==> src/rtl/riscv_cpu_div_ctrl.sv <==
// Multi-cycle radix-2 restoring divide/remainder unit (DIV, DIVU, REM, REMU) with RISC-V M semantics.
// Optional macro RISCV_CPU_DIV_FAST_EN: divide-by-zero and signed overflow bypass the iteration.
module riscv_cpu_div_ctrl #(
    parameter int DATA_WIDTH = 32
) (
    input  logic                  clk_i,
    input  logic                  rst_i,
    input  logic [6:0]            operator_i,
    input  logic [DATA_WIDTH-1:0] op_a_i,
    input  logic [DATA_WIDTH-1:0] op_b_i,
    input  logic                  valid_i,
    output logic                  ready_o,
    output logic [DATA_WIDTH-1:0] result_o,
    output logic                  valid_o,
    input  logic                  ready_i,
    input  logic                  kill_i
);

    localparam int CW = $clog2(DATA_WIDTH);

    typedef enum logic [2:0] {
        S_IDLE,
        S_PREP,
        S_DIV,
        S_FIX,
        S_DONE
    } state_e;

    state_e                state_q, state_d;
    logic [DATA_WIDTH-1:0] dvd_q;     // dividend, becomes the quotient as bits shift in
    logic [DATA_WIDTH-1:0] dvs_q;
    logic [DATA_WIDTH-1:0] rem_q;
    logic [DATA_WIDTH-1:0] result_q;
    logic [CW-1:0]         cnt_q;
    logic                  is_rem_q;
    logic                  neg_a_q;
    logic                  neg_b_q;

    logic                  accept;
    logic                  fast_hit;
    logic [DATA_WIDTH-1:0] fast_result;
    logic [DATA_WIDTH:0]   rem_shift;
    logic [DATA_WIDTH:0]   rem_diff;
    logic                  quo_neg;

    assign ready_o  = (state_q == S_IDLE);
    assign valid_o  = (state_q == S_DONE);
    assign result_o = result_q;
    assign accept   = ready_o & valid_i & ~kill_i & (operator_i[6:2] == 5'b01100);

`ifdef RISCV_CPU_DIV_FAST_EN
    localparam logic [DATA_WIDTH-1:0] MOST_NEG = {1'b1, {(DATA_WIDTH-1){1'b0}}};
    logic div_zero;
    logic overflow;

    always_comb begin
        div_zero = (op_b_i == '0);
        overflow = operator_i[0] && (op_a_i == MOST_NEG) && (op_b_i == '1);
        fast_hit = div_zero | overflow;
        if (operator_i[1]) fast_result = div_zero ? op_a_i : '0;
        else               fast_result = div_zero ? '1 : MOST_NEG;
    end
`else
    assign fast_hit    = 1'b0;
    assign fast_result = '0;
`endif

    // The shifted partial remainder keeps its top bit so divisors above 2^(W-1) still compare correctly.
    assign rem_shift = {rem_q, dvd_q[DATA_WIDTH-1]};
    assign rem_diff  = rem_shift - {1'b0, dvs_q};
    // A zero divisor leaves the all-ones quotient unsigned, as the architecture requires.
    assign quo_neg   = (neg_a_q ^ neg_b_q) && (dvs_q != '0);

    always_ff @(posedge clk_i or posedge rst_i) begin
        if (rst_i) state_q <= S_IDLE;
        else       state_q <= state_d;
    end

    always_comb begin
        // NOTE: default first so every path assigns state_d and no latch is inferred.
        state_d = state_q;
        unique case (state_q)
            S_IDLE: if (accept) state_d = fast_hit ? S_DONE : S_PREP;
            S_PREP: state_d = S_DIV;
            S_DIV:  if (cnt_q == '0) state_d = S_FIX;
            S_FIX:  state_d = S_DONE;
            S_DONE: if (ready_i) state_d = S_IDLE;
            default: state_d = S_IDLE;
        endcase
        if (kill_i) state_d = S_IDLE;
    end

    // NOTE: sequential state uses non-blocking assignments so all registers update from pre-edge values.
    always_ff @(posedge clk_i or posedge rst_i) begin
        if (rst_i) begin
            dvd_q    <= '0;
            dvs_q    <= '0;
            rem_q    <= '0;
            result_q <= '0;
            cnt_q    <= '0;
            is_rem_q <= 1'b0;
            neg_a_q  <= 1'b0;
            neg_b_q  <= 1'b0;
        end else begin
            unique case (state_q)
                S_IDLE: if (accept) begin
                    is_rem_q <= operator_i[1];
                    neg_a_q  <= operator_i[0] & op_a_i[DATA_WIDTH-1];
                    neg_b_q  <= operator_i[0] & op_b_i[DATA_WIDTH-1];
                    dvd_q    <= op_a_i;
                    dvs_q    <= op_b_i;
                    if (fast_hit) result_q <= fast_result;
                end
                S_PREP: begin
                    if (neg_a_q) dvd_q <= -dvd_q;
                    if (neg_b_q) dvs_q <= -dvs_q;
                    rem_q <= '0;
                    cnt_q <= CW'(DATA_WIDTH - 1);
                end
                S_DIV: begin
                    if (!rem_diff[DATA_WIDTH]) begin
                        rem_q <= rem_diff[DATA_WIDTH-1:0];
                        dvd_q <= {dvd_q[DATA_WIDTH-2:0], 1'b1};
                    end else begin
                        rem_q <= rem_shift[DATA_WIDTH-1:0];
                        dvd_q <= {dvd_q[DATA_WIDTH-2:0], 1'b0};
                    end
                    cnt_q <= cnt_q - CW'(1);
                end
                S_FIX: begin
                    if (is_rem_q) result_q <= neg_a_q ? -rem_q : rem_q;
                    else          result_q <= quo_neg ? -dvd_q : dvd_q;
                end
                default: ;
            endcase
        end
    end

endmodule

==> config.mk <==
export PLATFORM = sky130hd
export DESIGN_NAME = riscv_cpu_div_ctrl
export DESIGN_NICKNAME = d
export VERILOG_FILES = /design/src/rtl/riscv_cpu_div_ctrl.sv
export SDC_FILE = /design/constraint.sdc
export NUM_CORES = 1
export LEC_CHECK = 0
export CORE_MARGIN = 10
export CORE_UTILIZATION = 32
export CTS_BUF_LIST = sky130_fd_sc_hd__clkbuf_16
export DETAILED_ROUTE_END_ITERATION = 8
export PLACE_DENSITY_LB_ADDON = 0.12
export SLEW_MARGIN = 10
export SYNTH_ARGS = -nofsm -noshare
export SYNTH_HDL_FRONTEND = slang
export SYNTH_SLANG_ARGS = --single-unit
==> constraint.sdc <==
create_clock -name clk_i -period 11.6 [get_ports clk_i]
set_input_delay 1.74 -clock clk_i [delete_from_list [all_inputs] [get_ports clk_i]]
set_output_delay 1.74 -clock clk_i [all_outputs]
set_load 0.01 [all_outputs]
### After elaboration in Yosys (flattened, before gate mapping)

Cells that the tools add are included.

* $add $sub $neg: 5
* equality and inequality tests: 11
* multiplexer cells: 18
* bitwise logic cells: 7
* reductions and logical operators: 11

Operators with widths (count)
* $mux W32: 8
* $pmux W32 S2: 2
* $neg A32 Y32: 3
* $pmux W32 S3: 1
* $sub A33 B32 Y33: 1
* $reduce_bool A32 Y1: 1
* $pmux W3 S5: 1
* $mux W3: 4
* $pmux W5 S2: 1
* $reduce_and A3 Y1: 3
* $eq A3 B2 Y1 const B: 2
* $ne A3 B1 Y1 const B: 2
* $and A1 B1 Y1: 5
* $eq A5 B4 Y1 const B: 1
* $logic_not A5 Y1: 1
* $sub A5 B1 Y5 const B: 1
* $ne A2 B2 Y1 const B: 2
* $reduce_bool A2 Y1: 2
* $eq A3 B1 Y1 const B: 1
* $eq A3 B3 Y1 const B: 1
* $logic_not A3 Y1: 1
* $ne A3 B3 Y1 const B: 1
* $reduce_bool A3 Y1: 1
* $ne A2 B1 Y1 const B: 1
* other kinds (5): 5

* register bits after elaboration: 139
* input bits: 76
* output and inout port bits: 34
* logic and storage cells: 61

### Logic depth before layout (Yosys ltp)

Gate-level depths: netlist of run 1.

* word-level depth: 7
* gate-level depth with buffers: 13

### Worst setup path after synthesis of run 1

Ideal clock, no wire load.

* kind: input to register
* start: in operator_i[3]
* end: reg dvd_q[10]
* library setup time: 0.134 ns
* arrival time: 2.979 ns
* required time: 11.466 ns
* setup slack: 8.487 ns
* stages: 7
* buffers on the path: 2
* cell sequence: nor3b_1 nand3_1 a221o_1 clkbuf_1 clkbuf_1 nand2_1 o21ai_0

* longest elaborated chain between the ends: 4

Ends and longest elaborated chain
* from (decl): line 8 `input logic [6:0] operator_i,`
* $eq A5 B4 Y1: line 49 `assign accept = ready_o & valid_i & ~kill_i & (operator_i[6:2] == 5'b01100);`
* $and A1 B1 Y1: line 49
* $ne A2 B1 Y1 (no source line)
* $reduce_and A3 Y1 (no source line)
* to (signal assigned): line 110 `dvd_q <= op_a_i;`
* to (signal assigned): line 115 `if (neg_a_q) dvd_q <= -dvd_q;`
* to (signal assigned): line 123 `dvd_q <= {dvd_q[DATA_WIDTH-2:0], 1'b1};`
* to (decl): line 30 `logic [DATA_WIDTH-1:0] dvd_q;`

No other way between the ends.
A chain may end at the register's enable or synchronous reset.

### Worst setup path after layout of run 1

* start: reg dvd_q[31]
* end: reg rem_q[8]

* longest elaborated chain between the ends: 3

Ends and longest elaborated chain
* $sub A33 B32 Y33: line 70 `assign rem_diff = rem_shift - {1'b0, dvs_q};`
* $mux W32: line 121 `if (!rem_diff[DATA_WIDTH]) begin`
* $pmux W32 S2: line 105 `unique case (state_q)`
* to (signal assigned): line 122 `rem_q <= rem_diff[DATA_WIDTH-1:0];`
* to (signal assigned): line 125 `rem_q <= rem_shift[DATA_WIDTH-1:0];`
* to (decl): line 32 `logic [DATA_WIDTH-1:0] rem_q;`

No other way between the ends.

==> summary.md, run 1 <==
| Metric | Value |
|---|---|
| Fin. Hold Viols | `0` |
| Crit end category | `flop` |
| Comb pwr share | `0.236` |
| R2R setup slack | `between 7 and 8 ns` |
| Leak | `between 0.005 and 0.006 uW` |
| Post-Synth XOR/XNOR Area | `0.0814` |
| Area Growth Syn to Fin | `18.9%` |
| Net count, final | `between 1000 and 1500` |
| Clock Pin Slew Worst Setup and Hold Paths | `0.06 ns` |
| Clock Sink Count | `~140` |
| CORE AREA | `approximately 32000 um2` |
| Max IR drop VDD | `roughly 0.00011 V` |
| Clock power frac | `0.353` |
| Pin count of the biggest net entering global routing | `95` |
| DRT antenna net count | `0` |
| Post-route setup TNS | `0 ns` |
| Crit path time final | `approximately 4 ns` |
| Row cnt | `65` |
| Max Clock Skew | `about 0.014 ns` |
| Number of flops mapped to enable cells by yosys | `0` |
| Final critical-path share of the clock period | `0.345` |
| Compound-gate portion of the synthesized area | `0.248` |
| Initial antenna violation count | `0` |
| Status | `finished clean` |
| DR WL met2 | `15.6 mm` |
| Sw Pwr | `545 uW` |
| I/O Buffers | `around 110` |
| Metal3 WL | `~1.5 mm` |
| Starting Density | `0.327` |
| Slew @ Worst Pin | `roughly 1.2 ns` |
| Routed wire length | `~35 mm` |
| Count of cell types in the netlist | `~80` |
| Top cells by area in the synthesized netlist | `dfrtp_1 33%, nand2_1 5.0%, ha_1 4.4%` |
| Place WS | `about 7.4 ns` |
| Max-slew headroom | `0.201` |
| Hold Crit Class | `reg -> reg` |
| Vias post-DR | `9823` |
| Grt total ovfl | `0` |
| Worst r2r path cells | `13` |
| DP Cell Count | `1732` |
| Switching Share | `0.342` |
| Worst r2r dst | `rem_q[8]` |
| First-pass GRT wire length | `56.7 mm` |
| Cell area after layout | `between 10000 and 15000 um2` |
| I/O Pins | `between 100 and 150` |
| Crit path to | `rem_q[8]` |
| Crit path setup slack, layout | `about 7.6 ns` |
| Number of max-cap violations | `0` |
| Clk_lat worst skew | `~0.43 ns` |
| Post-Synth Simple-Gate Area | `0.225` |
| Internal power component | `approximately 1000 uW` |
| Final setup fails | `0` |
| Routed wire per std cell | `20.0 um` |
| Syn Inst Count | `~1300` |
| Register area share after synthesis | `0.334` |
| CTS Hold Bufs | `0` |
| Synth warn | `0` |
| Top layer used by detailed routing | `met4` |
| CP startpoint kind | `flop` |
| Die Wd | `between 200 and 250 um` |
| Fill cells | `3289` |
| Crit path max fanout | `28` |
| Data required, critical path | `11.94 ns` |
| Min-Delay Path Depth | `2` |
| Synth Flop Type | `dfrtp_1` |
| Seq pwr share | `0.411` |
| Data arrival, critical path | `approximately 4.4 ns` |
| GPL Wtd Cong | `0.846` |
| Largest family of logic cells by synthesized area | `compound AO/OA/AOI/OAI gates` |
| ANT cells | `0` |
| H-tree depth | `4` |
| Drt pass-1 iters | `5` |
| Largest area contributor in the netlist | `dfrtp_1` |
| Ys async rst share | `1.00` |
| Post-Synthesis Cell Area | `10400 um2` |
| Met1 Wirelength | `approximately 18 mm` |
| Root buffer cell | `clkbuf_16` |
| PostCTS Resize Cnt | `0` |
| Mux share of post-synthesis cell area | `0.00409` |
| Avg Inst Size Synth | `around 8.2 um2` |
| Worst r2r src | `dvd_q[31]` |
| Placed instance area | `~12000 um2` |
| Vias per inst | `approximately 5.6` |
| Max-slew violations | `0` |
| Pwr Density | `129 nW/um2` |
| Max Clk Rate | `between 200 and 250 MHz` |
| Unrepaired setup endpoints after global routing | `false` |
| Adder-Cell Fraction of Synth Area | `0.0464` |
| Chip height | `~200 um` |
| Layout cells sized above 1 | `0.0663` |
| Commonest non-fill, non-tap cell in the layout | `nand2_1` |
| Tot GR Track Use | `0.173` |
| Hpwl dp | `about 25 mm` |
| Total die area | `40200 um2` |
| CP Launch Point | `dvd_q[31]` |
| Syn nets | `~1400` |
| Via count of the first global-routing pass | `a little under 10000` |
| Critical path class | `reg -> reg` |
| Top cell type's share of synthesized area | `0.334` |
| Final Non-Filler Cells | `~1800` |
| CTS max path bufs | `2` |
| CTS tree | `yes` |
| Postcts setup bufs | `0` |
| FF+latch count, synth | `~140` |
| Inserted Clock Buffers | `17` |
| Initial DRC Count | `777` |
| Commonest cells after routing, fill and taps aside | `140 x nand2_1, 139 x dfrtp_1, 109 x clkdlybuf4s50_1` |
| DRC viols | `0` |
worst max-delay path, stage by stage, from the launching register on:
cell	delay [ns]
dfrtp_1	0.42
inv_1	0.10
ha_1	0.24
fa_1	0.38
nand2b_1	0.21
a21oi_1	0.23
o21ai_0	0.24
a21oi_1	0.37
o211ai_1	0.25
o21ai_2	0.38
xor2_2	0.17
buf_4	0.34
nand2_1	0.32
o21ai_0	0.27
metrics by stage:
step           total power, uW   util  hold WS (ns)
2_1_floorplan              918      -         0.458
3_3_place_gp              1030  0.371         0.472
3_5_place_dp              1030  0.371         0.478
4_1_cts                   1600  0.389         0.494
5_1_grt                   1680  0.389         0.503
6_report                  1590  0.389         0.489
how the worst min path moves through the flow:
stage | slack (ns) | to | start
2_1_floorplan | 0.46 | cnt_q[3] | cnt_q[3]
3_3_place_gp | 0.47 | result_o[27] | result_o[27]
3_5_place_dp | 0.48 | result_o[27] | result_o[27]
4_1_cts | 0.49 | result_o[1] | result_o[1]
5_1_grt | 0.50 | result_o[27] | result_o[27]
6_report | 0.49 | result_o[0] | result_o[0]
sequential cells by signal, summed over array words and instances (netlist names):
register	count
rem_q	32
dvd_q	32
cnt_q	5
neg_b_q	1
result_o	32
neg_a_q	1
state_q	3
dvs_q	32
is_rem_q	1
routing by layer:
layer,up-vias,GRT usage
li1,4772,-
met1,4783,0.251
met2,244,0.261
met3,24,0.0303
met4,0,0.0392
met5,-,0
power groups by stage:
stage | clock (uW) | combinational, uW | sequential (uW)
global route | 594 | 422 | 666
CTS | 574 | 377 | 653
finish | 562 | 375 | 655
floorplan | 0 | 313 | 605
global placement | 0 | 372 | 661
detailed placement | 0 | 373 | 661
cell usage after synthesis (4+ instances only):
cell / count
o21a_1: 4
buf_2: 10
nor3_1: 52
nor4_1: 8
xnor2_1: 51
clkbuf_1: 68
nand2_1: 140
buf_6: 4
o21bai_1: 6
dfrtp_1: 139
a32oi_1: 17
ha_1: 37
or3_1: 8
xor2_1: 42
and3_1: 6
a211oi_1: 11
nor3_2: 7
nand4_1: 15
o21ai_0: 84
a221o_1: 14
o41ai_1: 10
nand2b_1: 12
o21ai_1: 5
inv_1: 64
o221ai_1: 27
a21oi_1: 76
a22oi_1: 4
a221oi_1: 22
buf_1: 8
nor2b_1: 5
nand3_1: 84
o211ai_1: 10
nor4_2: 5
a31oi_1: 10
o31ai_1: 11
nor2_1: 73
nor3b_1: 10
a221oi_2: 6
a21o_1: 12
o22ai_1: 22
and2_1: 6
kinds of logic (layout without fill, tap and decap cells):
logic type / after synthesis / in the layout
AO/OA/AOI/OAI: 376 / 376
XOR/XNOR: 95 / 95
adder cells (fa/ha/maj): 38 / 38
buffers and inverters: 156 / 218
flip-flops: 139 / 139
multiplexers: 4 / 4
AND/OR/NAND/NOR: 458 / 458
area by class of cell:
cell class	instances	area, um2	area share
multi-input combinational	971	6330	0.512
clock inverter	14	155	0.0125
clock buffer	17	425	0.0344
timing repair buffer	123	1200	0.0966
sequential	139	3480	0.281
inverter	64	245	0.0198
tap	435	544	0.0440
Power figures use the tool's default switching activity.
==> run 2, diff against run 1 <==
Clock period 11.6 ns to 3.5 ns, I/O delays scaled along.
==> run 2 against run 1 <==
Effect of this change:
- first-iteration DRC count is 4.4% lower
- maximum frequency rose by 22%
- non-clock buffer count grew 43
- power rose to 3.3 times the previous value
- sequential cell count stayed put
- final cell count increased by 2.4%
==> summary.md, run 2 (same netlist as run 1, synthesis figures left out) <==
| Metric | Value |
|---|---|
| Max IR drop VDD | `0.000339 V` |
| CTS max path bufs | `2` |
| CTS Hold Bufs | `0` |
| Starting Density | `0.327` |
| Vias post-DR | `~10000` |
| Row cnt | `65` |
| Top layer used by detailed routing | `met4` |
| Place WS | `between 0.07 and 0.08 ns` |
| Initial antenna violation count | `0` |
| Unrepaired setup endpoints after global routing | `false` |
| Chip height | `between 200 and 250 um` |
| Via count of the first global-routing pass | `between 9000 and 10000` |
| Number of max-cap violations | `0` |
| Metal3 WL | `around 1.2 mm` |
| H-tree depth | `4` |
| Slew @ Worst Pin | `1.11 ns` |
| Hpwl dp | `26.2 mm` |
| Drt pass-1 iters | `5` |
| Clk_lat worst skew | `~0.44 ns` |
| Final critical-path share of the clock period | `0.938` |
| Max-slew violations | `0` |
| Pin count of the biggest net entering global routing | `140` |
| DR WL met2 | `between 15 and 20 mm` |
| Fin. Hold Viols | `0` |
| Vias per inst | `around 5.5` |
| Final Non-Filler Cells | `approximately 1800` |
| Post-route setup TNS | `0 ns` |
| Commonest cells after routing, fill and taps aside | `139 x nand2_1, 139 x dfrtp_1, 109 x clkdlybuf4s50_1` |
| Total die area | `~40000 um2` |
| Net count, final | `about 1500` |
| Crit end category | `flop` |
| DRT antenna net count | `0` |
| Max-slew headroom | `0.260` |
| Data arrival, critical path | `3.65 ns` |
| DRC viols | `0` |
| Routed wire per std cell | `between 20 and 25 um` |
| Die Wd | `about 200 um` |
| Tot GR Track Use | `0.177` |
| Initial DRC Count | `between 700 and 800` |
| Critical path class | `reg -> reg` |
| I/O Buffers | `between 100 and 150` |
| Hold Crit Class | `reg -> reg` |
| Pwr Density | `412 nW/um2` |
| Clock Pin Slew Worst Setup and Hold Paths | `approximately 0.060 ns` |
| CORE AREA | `approximately 32000 um2` |
| Data required, critical path | `3.87 ns` |
| CTS tree | `yes` |
| I/O Pins | `110` |
| Post-Route Utilization | `0.400` |
| Reg area | `approximately 3500 um2` |
| Max Clock Skew | `0.0110 ns` |
| Crit path setup slack, layout | `roughly 0.22 ns` |
| Inserted Clock Buffers | `17` |
| Routed wire length | `between 30 and 40 mm` |
| Clock Sink Count | `about 140` |
| Max Clk Rate | `between 300 and 400 MHz` |
| Root buffer cell | `clkbuf_16` |
| Layout cells sized above 1 | `0.101` |
| CP startpoint kind | `flop` |
| Fill cells | `between 3000 and 4000` |
| Area Growth Syn to Fin | `22.3%` |
| GPL Wtd Cong | `between 0.9 and 1` |
| Final setup fails | `0` |
| Crit path time final | `~3.3 ns` |
| ANT cells | `0` |
| Status | `finished clean` |
| Crit path max fanout | `21` |
| First-pass GRT wire length | `just under 60 mm` |
| DP Cell Count | `1774` |
| Multi-input logic area | `around 6300 um2` |
| Met1 Wirelength | `18.3 mm` |
| Leak | `between 0.005 and 0.006 uW` |
| Grt total ovfl | `0` |
run 2: changes by cell type in the layout (fill, tap and decap cells not counted), moves of 2 or more:
cell	change
bufinv_16	-2
o21ai_0	-2
clkinv_1	-3
buf_12	+4
o21ai_1	+2
clkinv_2	+2
buf_4	+39
clkinvlp_4	+3
run 2: metrics by stage:
| step | total power, uW | cell area [um2] | hold WS (ns) |
|---|---|---|---|
| finish | 5240 | 12700 | 0.476 |
| detailed placement | 3480 | 12200 | 0.471 |
| floorplan | 3040 | 10400 | 0.458 |
| global placement | 3470 | 12200 | 0.467 |
| global route | 5540 | 12700 | 0.514 |
| CTS | 5280 | 12700 | 0.486 |
run 2: final timing paths:
path	depth (start not counted)	endpoint	startpoint	slack, ns
setup reg to reg	13	rem_q[22]	dvs_q[14]	0.22
max in group asynchronous	3	dvs_q[18]	rst_i	2.22
hold reg to reg	2	result_o[1]	result_o[1]	0.48
setup / recovery	13	rem_q[22]	dvs_q[14]	0.22
min in group asynchronous	3	dvd_q[3]	rst_i	0.68
hold / removal	2	result_o[1]	result_o[1]	0.48
run 2: what timing repair did:
item,in CTS,in global routing
setup buffers,0,1
setup endpoints to repair,0,52
gates resized for setup,0,6
hold endpoints to repair,0,0
run 2: final cells by class:
| class | instances | area share |
|---|---|---|
| inverter | 64 | 0.0192 |
| timing repair buffer | 166 | 0.123 |
| clock buffer | 17 | 0.0334 |
| tap | 435 | 0.0428 |
| multi-input combinational | 971 | 0.498 |
| clock inverter | 14 | 0.00963 |
| sequential | 139 | 0.273 |
run 2: per-layer routing:
layer | global-route usage | up-vias
met2 | 0.273 | 210
met5 | 0 | -
met1 | 0.252 | 4899
met4 | 0.0403 | 0
met3 | 0.0268 | 33
li1 | - | 4868
run 2: report_power, final:
group	total (uW)	internal, uW	switching, uW	leakage [uW]
clock	1770	974	799	0.000258
sequential	2150	1800	346	0.00182
combinational	1320	602	717	0.00332
total	5240	3380	1860	0.00539
run 2: critical path, stage by stage, from the launching register on:
cell and delay, ns:
dfrtp_1 0.46, inv_1 0.12, ha_1 0.37, and2_1 0.17, a21o_1 0.20, nor4b_1 0.41, a21oi_2 0.09, o211ai_1 0.34
o21ai_2 0.07, buf_4 0.16, xnor2_4 0.36, buf_12 0.22, a32oi_1 0.12, nand2_1 0.11
